$ cat src/rtl/fir_spi_pkg.sv
// Shared constants for the FIR SPI front end: opcodes, FSM states, status bit
// positions and the filter handshake timeout.
package fir_spi_pkg;

    localparam logic [7:0] OP_LOAD_COEFF = 8'h01;
    localparam logic [7:0] OP_SAMPLE     = 8'h02;
    localparam logic [7:0] OP_READ       = 8'h03;
    localparam logic [7:0] OP_CLR_STATUS = 8'h04;

    typedef enum logic [2:0] {
        ST_IDLE,
        ST_STROBE,
        ST_WAIT_HI,
        ST_WAIT_LO,
        ST_CAPTURE
    } state_t;

    localparam int unsigned STAT_BUSY      = 0;
    localparam int unsigned STAT_ERR       = 1;
    localparam int unsigned STAT_ONE_K     = 2;
    localparam int unsigned STAT_OVERRUN   = 3;
    localparam int unsigned STAT_FRAME_ERR = 4;
    localparam int unsigned STAT_TIMEOUT   = 5;

    localparam int unsigned TIMEOUT_CLKS = 16;

endpackage

$ cat src/rtl/sync_high.sv
// Two-flop synchronizer for one asynchronous input; the reset value is the
// input's idle level so no false edge is seen while reset is applied.
module sync_high #(
    parameter logic RESET_VAL = 1'b0
) (
    input  logic clk,
    input  logic rst,
    input  logic d,
    output logic q
);

    logic meta;

    always_ff @(posedge clk or posedge rst) begin
        if (rst) begin
            meta <= RESET_VAL;
            q    <= RESET_VAL;
        end else begin
            meta <= d;
            q    <= meta;
        end
    end

endmodule

$ cat src/rtl/fir_spi_frontend.sv
// SPI slave that decodes host frames into coefficient/sample strobes for a FIR
// filter, runs the modwait handshake and returns {status, result} on readback.
module fir_spi_frontend
    import fir_spi_pkg::*;
#(
    parameter int unsigned FRAME_BITS = 24
) (
    input  logic        clk,
    input  logic        rst,
    input  logic        sclk,
    input  logic        ss_n,
    input  logic        mosi,
    output logic        miso,
    output logic [15:0] sample_data,
    output logic [15:0] fir_coefficient,
    output logic        data_ready,
    output logic        load_coeff,
    input  logic        modwait,
    input  logic [15:0] fir_out,
    input  logic        err,
    input  logic        one_k_samples
);

    localparam int unsigned CW = $clog2(FRAME_BITS + 2);
    localparam logic [CW-1:0] CNT_FULL = CW'(FRAME_BITS);
    localparam logic [CW-1:0] CNT_SAT  = CW'(FRAME_BITS + 1);
    localparam logic [4:0]    TIMER_LAST = 5'(TIMEOUT_CLKS - 1);

    logic sclk_s, ss_s, mosi_s;
    logic sclk_d, ss_d;
    logic [1:0] arm_cnt;
    logic armed;
    logic frame_active;
    logic [CW-1:0] bit_cnt;
    logic [FRAME_BITS-1:0] rx_sr, tx_sr;
    logic ss_fall, ss_rise, sclk_rise, sclk_fall;

    logic [7:0]  opcode;
    logic [15:0] payload;
    logic frame_ok, is_start, start, drop, clr, bad;

    state_t state, state_next;
    logic [4:0]  timer;
    logic        cmd_is_sample;
    logic        timeout_hit;
    logic [15:0] result;
    logic        err_q, one_k_q, overrun_q, frame_err_q, timeout_q;
    logic [7:0]  status;

    sync_high #(.RESET_VAL(1'b0)) u_sync_sclk (.clk(clk), .rst(rst), .d(sclk), .q(sclk_s));
    sync_high #(.RESET_VAL(1'b1)) u_sync_ss   (.clk(clk), .rst(rst), .d(ss_n), .q(ss_s));
    sync_high #(.RESET_VAL(1'b0)) u_sync_mosi (.clk(clk), .rst(rst), .d(mosi), .q(mosi_s));

    // Edges are ignored until the synchronizers have flushed their reset values,
    // so a select already held low at reset release never starts a frame.
    assign armed     = (arm_cnt == 2'd3);
    assign ss_fall   = armed & ss_d & ~ss_s;
    assign ss_rise   = armed & frame_active & ~ss_d & ss_s;
    assign sclk_rise = armed & frame_active & ~ss_s & ~sclk_d & sclk_s;
    assign sclk_fall = armed & frame_active & ~ss_s & sclk_d & ~sclk_s;

    assign miso = tx_sr[FRAME_BITS-1];

    always_ff @(posedge clk or posedge rst) begin
        if (rst) begin
            sclk_d       <= 1'b0;
            ss_d         <= 1'b1;
            arm_cnt      <= '0;
            frame_active <= 1'b0;
            bit_cnt      <= '0;
            rx_sr        <= '0;
            tx_sr        <= '0;
        end else begin
            sclk_d <= sclk_s;
            ss_d   <= ss_s;
            if (!armed) arm_cnt <= arm_cnt + 2'd1;
            if (ss_fall) begin
                frame_active <= 1'b1;
                bit_cnt      <= '0;
                tx_sr        <= FRAME_BITS'({status, result}) << (FRAME_BITS - 24);
            end else if (ss_rise) begin
                frame_active <= 1'b0;
            end
            if (sclk_rise) begin
                rx_sr <= {rx_sr[FRAME_BITS-2:0], mosi_s};
                if (bit_cnt != CNT_SAT) bit_cnt <= bit_cnt + 1'b1;
            end
            if (sclk_fall) tx_sr <= {tx_sr[FRAME_BITS-2:0], 1'b0};
        end
    end

    always_comb begin
        opcode   = rx_sr[FRAME_BITS-1 -: 8];
        payload  = rx_sr[15:0];
        frame_ok = ss_rise && (bit_cnt == CNT_FULL);
        is_start = frame_ok && (opcode == OP_LOAD_COEFF || opcode == OP_SAMPLE);
        start    = is_start && (state == ST_IDLE);
        drop     = is_start && (state != ST_IDLE);
        clr      = frame_ok && (opcode == OP_CLR_STATUS);
        bad      = ss_rise && ((bit_cnt != CNT_FULL) ||
                   !(opcode inside {OP_LOAD_COEFF, OP_SAMPLE, OP_READ, OP_CLR_STATUS}));
    end

    always_comb begin
        status                 = '0;
        status[STAT_BUSY]      = (state != ST_IDLE);
        status[STAT_ERR]       = err_q;
        status[STAT_ONE_K]     = one_k_q;
        status[STAT_OVERRUN]   = overrun_q;
        status[STAT_FRAME_ERR] = frame_err_q;
        status[STAT_TIMEOUT]   = timeout_q;
    end

    always_comb begin
        state_next  = state;
        data_ready  = 1'b0;
        load_coeff  = 1'b0;
        timeout_hit = 1'b0;
        case (state)
            ST_IDLE: if (start) state_next = ST_STROBE;
            ST_STROBE: begin
                data_ready = cmd_is_sample;
                load_coeff = !cmd_is_sample;
                if (modwait) begin
                    state_next = ST_WAIT_HI;
                end else if (timer == TIMER_LAST) begin
                    timeout_hit = 1'b1;
                    state_next  = ST_IDLE;
                end
            end
            ST_WAIT_HI: begin
                if (modwait) begin
                    state_next = ST_WAIT_LO;
                end else if (timer == TIMER_LAST) begin
                    timeout_hit = 1'b1;
                    state_next  = ST_IDLE;
                end
            end
            ST_WAIT_LO: if (!modwait) state_next = ST_CAPTURE;
            ST_CAPTURE: state_next = ST_IDLE;
            default:    state_next = ST_IDLE;
        endcase
    end

    always_ff @(posedge clk or posedge rst) begin
        if (rst) begin
            state           <= ST_IDLE;
            timer           <= '0;
            cmd_is_sample   <= 1'b0;
            sample_data     <= '0;
            fir_coefficient <= '0;
            result          <= '0;
            err_q           <= 1'b0;
            one_k_q         <= 1'b0;
            overrun_q       <= 1'b0;
            frame_err_q     <= 1'b0;
            timeout_q       <= 1'b0;
        end else begin
            state <= state_next;
            // Timer restarts on every state change and only runs while waiting
            // for the filter to raise modwait.
            if (state_next != state) begin
                timer <= '0;
            end else if (state == ST_STROBE || state == ST_WAIT_HI) begin
                timer <= timer + 5'd1;
            end
            if (start) begin
                cmd_is_sample <= (opcode == OP_SAMPLE);
                if (opcode == OP_SAMPLE) sample_data     <= payload;
                else                     fir_coefficient <= payload;
            end
            if (clr) begin
                overrun_q   <= 1'b0;
                frame_err_q <= 1'b0;
            end
            if (drop)        overrun_q   <= 1'b1;
            if (bad)         frame_err_q <= 1'b1;
            if (timeout_hit) timeout_q   <= 1'b1;
            if (state == ST_CAPTURE) begin
                err_q   <= err;
                one_k_q <= one_k_samples;
                if (cmd_is_sample) result <= fir_out;
            end
        end
    end

endmodule
$ cat config.mk
export PLATFORM = sky130hd
export DESIGN_NAME = fir_spi_frontend
export DESIGN_NICKNAME = d
export VERILOG_FILES = /design/src/rtl/fir_spi_pkg.sv /design/src/rtl/sync_high.sv /design/src/rtl/fir_spi_frontend.sv
export SDC_FILE = /design/constraint.sdc
export NUM_CORES = 1
export LEC_CHECK = 0
export ABC_AREA = 1
export BUFFER_PORTS_ARGS = -buffer_cell sky130_fd_sc_hd__buf_4
export CAP_MARGIN = 10
export CORE_MARGIN = 4
export CORE_UTILIZATION = 54
export DETAILED_ROUTE_END_ITERATION = 10
export GPL_ROUTABILITY_DRIVEN = 0
export PLACE_DENSITY = 0.75
export SLEW_MARGIN = 20
export SYNTH_ARGS = -nofsm -noshare
export SYNTH_HDL_FRONTEND = slang
export SYNTH_SLANG_ARGS = --single-unit
$ cat constraint.sdc
create_clock -name clk -period 9.1 [get_ports clk]
set_input_delay 1.82 -clock clk [delete_from_list [all_inputs] [get_ports clk]]
set_output_delay 1.82 -clock clk [all_outputs]
set_load 0.05 [all_outputs]
==> impl_metrics.env, run 1 <==
export IMPL_dr_total_vias=3792
export IMPL_fin_crit_ns=3.44
export IMPL_multi_input_area_sq_um=1700
export IMPL_rows=35
export IMPL_antenna_left=0
export IMPL_rsz0062_at_grt="false"
export IMPL_status="finished, final reports clean"
export IMPL_syn_instance_count=515
export IMPL_io_pins=59
export IMPL_syn_area_per_cell_sq_um=10.1
export IMPL_track_usage_pct=20.3
export IMPL_whs_ns=0.348
export IMPL_fin_nets=602
export IMPL_antennaDiodeCount=0
export IMPL_drcViolationCount=0
export IMPL_area_growth_pct=22.3
export IMPL_clk_pin_slew_worst_paths_ns=0.06
export IMPL_cts_inserted_buffers=17
export IMPL_synth_area_sq_um=5210
export IMPL_overflow=0
export IMPL_yosysWarnings=0
export IMPL_hold_violations=0
export IMPL_dieArea_sq_um=11300
export IMPL_coreArea_sq_um=9330
export IMPL_power_density_nw_per_um2=232
export IMPL_avgViaCountPerCell=5.31
export IMPL_clock_latency_ns=0.52
export IMPL_maxSlewHeadroom_pct=41.2
export IMPL_ctsResizeCount=0
export IMPL_grt_pass1_vias=3984
export IMPL_clk_path_buf_depth=2
export IMPL_drive_gt1_share_pct=22.4
export IMPL_ys_types=33
export IMPL_slew_violations=0
export IMPL_drtIter0Drc=225
export IMPL_grt_max_degree=76
export IMPL_grt_pass1_wl_microns=18200
export IMPL_min_path_type="reg -> reg"
export IMPL_timing_fmax_ghz=0.291
export IMPL_clock_sinks=126
export IMPL_nFillCells=683
export IMPL_finalPower_w=0.00148
export IMPL_seq_area_frac_synth_pct=60.6
export IMPL_setup_viol=0
export IMPL_start_util_pct=55.8
export IMPL_start_kind="flop"
export IMPL_htreeDepth=4
export IMPL_final_seq_area_sq_um=3160
export IMPL_cp_arrival_ns=1.62
export IMPL_final_cell_mix="123 x dfrtp_1, 103 x nand2_1, 62 x buf_4"
export IMPL_finClkSkew_ns=0.00870
export IMPL_p_leak_nw=3.07
export IMPL_first_pass_iters=4
export IMPL_crit_fanout=7
export IMPL_timing_setup_tns_ns=0
export IMPL_drt_total_wl_microns=10300
export IMPL_tightest_slew_ns=0.882
export IMPL_antenna_found_initial=0
export IMPL_worst_ir_drop_vdd_mv=0.168
export IMPL_critical_path_class="reg -> out"
export IMPL_die_w_microns=106
export IMPL_hpwlAfterDp_microns=6410
export IMPL_syn_num_nets=545
export IMPL_cts_setup_buffers=0
export IMPL_cts_tree="built"
export IMPL_numPortBuffers=58
export IMPL_cap_violations=0
export IMPL_cp_required_ns=7.28
export IMPL_clock_tree_root_cell="clkbuf_8"
export IMPL_ctsHoldBuffers=0
export IMPL_die_h_microns=106
export IMPL_routedWlPerCell_microns=14.4
export IMPL_ys_ff_latch=126
export IMPL_final_common_cell="dfrtp_1"
export IMPL_post_route_period_util_pct=37.8
export IMPL_cp_end_kind="output pin"
metal layers:
layer / part of all wire [%] / GRT usage [%] / vias to the layer above
li1: - / - / 1822
met1: 43 / 25.1 / 1864
met2: 51 / 33.7 / 92
met3: 4.5 / 5.04 / 14
met4: 1.6 / 9.34 / 0
met5: 0 / 0 / -
kinds of logic after synthesis:
group	after synthesis	synth area share, %
and+or+nand+nor	175	14.9
muxes	22	4.73
adders and majority gates	6	1.44
AOI/OAI and AO/OA	95	10.9
xor gates and xnor gates	4	0.673
buffers and inverters	87	6.77
DFF	126	60.6
stage by stage:
stage                     std cells  worst slack [ns]  util [%]  area [sq um]
after global routing            714              5.54      68.3          6370
after detailed placement        682              5.74      61.3          5720
after CTS                       714              5.65      68.3          6370
final                           714              5.66      68.3          6370
after floorplan                 515              3.93         -          5210
after global placement          682              5.76      61.3          5720
flip-flops by register name, indices dropped and copies added, names as in the netlist, 2 cells and up:
signal	cells
rx_sr	24
tx_sr	24
fir_coefficient	16
result	16
sample_data	16
bit_cnt	5
timer	5
state	3
arm_cnt	2
final cells by class:
type                       instances  share of cell area (%)
multi-input combinational        302                    26.7
clock buffer                      17                    6.50
clock inverter                    15                    3.69
sequential                       126                    49.5
tap                              129                    2.53
inverter                          63                    3.75
timing repair buffer              62                    7.31
Yosys cell counts:
master / count / area [sq um]
inv_1: 60 / 225
o21ai_0: 46 / 230
nor2_4: 2 / 22.5
buf_8: 1 / 15.0
nor2_8: 1 / 20.0
buf_2: 6 / 30.0
o22ai_1: 3 / 18.8
clkbuf_1: 13 / 48.8
nor4_1: 1 / 6.26
xnor2_1: 2 / 17.5
nor2_2: 2 / 12.5
a21oi_1: 6 / 30.0
nand4_1: 4 / 25.0
buf_6: 1 / 11.3
o221ai_1: 21 / 184
dfstp_2: 3 / 78.8
mux2_2: 21 / 236
xor2_1: 2 / 17.5
nand3_2: 2 / 20.0
buf_1: 3 / 11.3
a31oi_1: 1 / 6.26
o21ai_1: 16 / 80.1
a31o_2: 1 / 8.76
ha_1: 6 / 75.1
nor3_4: 1 / 16.3
mux2i_1: 1 / 10.0
and3_1: 1 / 6.26
inv_2: 3 / 11.3
dfrtp_1: 123 / 3080
a22oi_1: 1 / 7.51
nand3_1: 35 / 175
nor2_1: 23 / 86.3
nand2_1: 103 / 387
report_power, final:
part	switching, W	internal (W)
sequential	0.0000256	0.000606
combinational	0.0000641	0.0000423
clock	0.000260	0.000478
worst paths after layout:
check | from | endpoint | slack, ns | cells after the start
max | state[2] | load_coeff | 5.66 | 4
min | u_sync_sclk.meta | u_sync_sclk.q | 0.35 | 0
max reg2reg | arm_cnt[0] | tx_sr[5] | 6.67 | 7
min reg2reg | u_sync_sclk.meta | u_sync_sclk.q | 0.35 | 0
max in group asynchronous | rst | fir_coefficient[2] | 6.38 | 3
min in group asynchronous | rst | result[2] | 1.39 | 2
worst max-delay path, cell delays in order (launching register included):
cell	delay [ns]
dfrtp_1	0.44
inv_1	0.15
nand3_1	0.15
nor2_1	0.14
buf_4	0.21
Power figures use the tool's default switching activity.
==> run 2: changes to the inputs <==
--- a/config.mk
+++ b/config.mk
@@ -5,14 +5,14 @@
 export SDC_FILE = /design/constraint.sdc
 export NUM_CORES = 1
 export LEC_CHECK = 0
-export ABC_AREA = 1
+export ABC_AREA = 0
 export BUFFER_PORTS_ARGS = -buffer_cell sky130_fd_sc_hd__buf_4
 export CAP_MARGIN = 10
 export CORE_MARGIN = 4
 export CORE_UTILIZATION = 54
 export DETAILED_ROUTE_END_ITERATION = 10
 export GPL_ROUTABILITY_DRIVEN = 0
-export PLACE_DENSITY = 0.75
+export PLACE_DENSITY = 0.74
 export SLEW_MARGIN = 20
 export SYNTH_ARGS = -nofsm -noshare
 export SYNTH_HDL_FRONTEND = slang
==> constraint.sdc (replaced) <==
create_clock -name clk -period 3.3 [get_ports clk]
set_input_delay 0.66 -clock clk [delete_from_list [all_inputs] [get_ports clk]]
set_output_delay 0.66 -clock clk [all_outputs]
set_load 0.05 [all_outputs]
==> impl_metrics.env, run 2 <==
export IMPL_start_kind="flop"
export IMPL_fin_nets=495
export IMPL_ctsHoldBuffers=0
export IMPL_timing_fmax_ghz=0.404
export IMPL_numPortBuffers=58
export IMPL_antenna_found_initial=0
export IMPL_tightest_slew_ns=0.815
export IMPL_worst_ir_drop_vdd_mv=0.447
export IMPL_antennaDiodeCount=0
export IMPL_cp_arrival_ns=1.82
export IMPL_die_h_microns=107
export IMPL_cts_inserted_buffers=17
export IMPL_grt_pass1_vias=3464
export IMPL_ys_flop_type="dfrtp_1"
export IMPL_first_pass_iters=4
export IMPL_coreArea_sq_um=9370
export IMPL_r2r_cells=5
export IMPL_setup_viol=0
export IMPL_cts_setup_buffers=0
export IMPL_yosysWarnings=0
export IMPL_routedWlPerCell_microns=16.0
export IMPL_synthTopCellsByCount="123 x dfrtp_1, 64 x mux2_2, 31 x nand2_1"
export IMPL_area_growth_pct=23.9
export IMPL_p_leak_nw=3.23
export IMPL_ys_ff_latch=126
export IMPL_timing_setup_tns_ns=0
export IMPL_grt_max_degree=48
export IMPL_rsz0062_at_grt="false"
export IMPL_synth_edf_count=0
export IMPL_dieArea_sq_um=11400
export IMPL_critical_path_class="reg -> out"
export IMPL_syn_area_per_cell_sq_um=13.2
export IMPL_seq_area_frac_synth_pct=59.7
export IMPL_synth_most_common_cell="dfrtp_1"
export IMPL_status="finished, final reports clean"
export IMPL_drtIter0Drc=125
export IMPL_synth_area_sq_um=5290
export IMPL_final_cell_mix="123 x dfrtp_1, 64 x mux2_2, 63 x buf_4"
export IMPL_finalPower_w=0.00430
export IMPL_clk_pin_slew_worst_paths_ns=0.06
export IMPL_dr_total_vias=3240
export IMPL_avgViaCountPerCell=5.34
export IMPL_reg_largest_list="rx_sr x24, tx_sr x24"
export IMPL_htreeDepth=4
export IMPL_synth_area_leaders="dfrtp_1 58%, mux2_2 14%, mux2i_1 3.8%, mux2_4 2.8%, o21ai_0 2.8%"
export IMPL_slew_violations=0
export IMPL_cp_end_kind="output pin"
export IMPL_hold_depth=1
export IMPL_crit_fanout=9
export IMPL_start_util_pct=56.4
export IMPL_fin_area_sq_um=6550
export IMPL_post_route_period_util_pct=75.0
export IMPL_synth_top_area_cell="dfrtp_1"
export IMPL_synth_top_area_share_pct=58.2
export IMPL_grt_pass1_wl_microns=16900
export IMPL_clk_path_buf_depth=2
export IMPL_fin_crit_ns=2.48
export IMPL_cp_required_ns=2.64
export IMPL_syn_num_nets=431
export IMPL_track_usage_pct=18.9
export IMPL_drive_gt1_share_pct=38.9
export IMPL_min_path_type="in -> reg"
export IMPL_clock_tree_root_cell="clkbuf_8"
export IMPL_ctsResizeCount=0
export IMPL_finClkSkew_ns=0.00650
export IMPL_antenna_left=0
export IMPL_drcViolationCount=0
export IMPL_die_w_microns=107
export IMPL_io_pins=59
export IMPL_async_flop_share_pct=100
export IMPL_cts_tree="built"
export IMPL_ys_types=43
export IMPL_clock_latency_ns=0.51
export IMPL_hold_violations=0
export IMPL_syn_instance_count=401
export IMPL_final_common_cell="dfrtp_1"
export IMPL_overflow=0
export IMPL_cap_violations=0
export IMPL_rows=35
export IMPL_placed_area_sq_um=5870
export IMPL_nFillCells=692
export IMPL_drt_total_wl_microns=9720
export IMPL_clock_sinks=126
export IMPL_power_density_nw_per_um2=657
export IMPL_maxSlewHeadroom_pct=45.5
export IMPL_hpwlAfterDp_microns=6200
## run 2: cell types whose count changed in the layout (fill, tap and decap cells not counted), sizes merged, moves of 4 or more
cell	delta
nor3	+8
nand2	-71
clkbuf	+5
mux2	+53
o21ai	-32
o221ai	-21
mux2i	+19
and3	+4
nand3	-28
inv	-58
nor2	-14
## run 2: worst paths after layout
| path | start | end | slack, ns |
|---|---|---|---|
| max | state[0] | data_ready | 0.82 |
| min | mosi | u_sync_mosi.meta | 0.25 |
| max reg2reg | arm_cnt[0] | rx_sr[10] | 1.09 |
| min reg2reg | u_sync_mosi.meta | u_sync_mosi.q | 0.35 |
| max in group asynchronous | rst | tx_sr[10] | 2.32 |
| min in group asynchronous | rst | bit_cnt[4] | 0.30 |
## run 2: where the power goes
group	internal [W]	switching, W	leakage, nW
registers	0.00166	0.000120	1.69
clock network	0.00146	0.000653	0.331
logic	0.000187	0.000223	1.21
total	0.00331	0.000996	3.23
## run 2: cell families after synthesis
| group | Yosys count | synth area share, % |
|---|---|---|
| AOI/OAI and AO/OA | 49 | 5.16 |
| xor gates and xnor gates | 6 | 0.994 |
| adders and majority gates | 6 | 1.42 |
| buffers and inverters | 30 | 2.65 |
| DFF | 126 | 59.7 |
| muxes | 94 | 20.3 |
| and+or+nand+nor | 90 | 9.80 |
## run 2: per-stage QoR
step	worst slack (ns)	std cells	hold slack, ns	utilization (%)
after floorplan	0.634	401	0.331	-
after global placement	1.14	575	0.333	62.6
after detailed placement	1.11	575	0.339	62.6
after CTS	0.807	607	0.231	69.9
after global routing	0.672	607	0.231	69.9
final	0.825	607	0.249	69.9
## run 2: worst max-delay path, stage by stage, from the launching register on
cell and delay, ns:
dfrtp_1 0.53, or2b_1 0.30, nor3b_1 0.23, buf_4 0.24
## run 2: routing by layer
| layer | vias up | global-route usage, % | share of wire, % |
|---|---|---|---|
| li1 | 1535 | - | - |
| met1 | 1628 | 24.5 | 45 |
| met2 | 65 | 29.6 | 48 |
| met3 | 12 | 6.80 | 4.9 |
| met4 | 0 | 6.21 | 1.2 |
| met5 | - | 0 | 0 |
## run 2: area by class of cell
cell class                      instances  area [sq um]  area share, %
Clock buffer                           22           473           7.22
Clock inverter                         10           206           3.15
Inverter                               10          41.3          0.630
Multi-Input combinational cell        245          2000           30.5
Sequential cell                       126          3160           48.2
Tap cell                              129           161           2.46
Timing Repair Buffer                   65           513           7.83
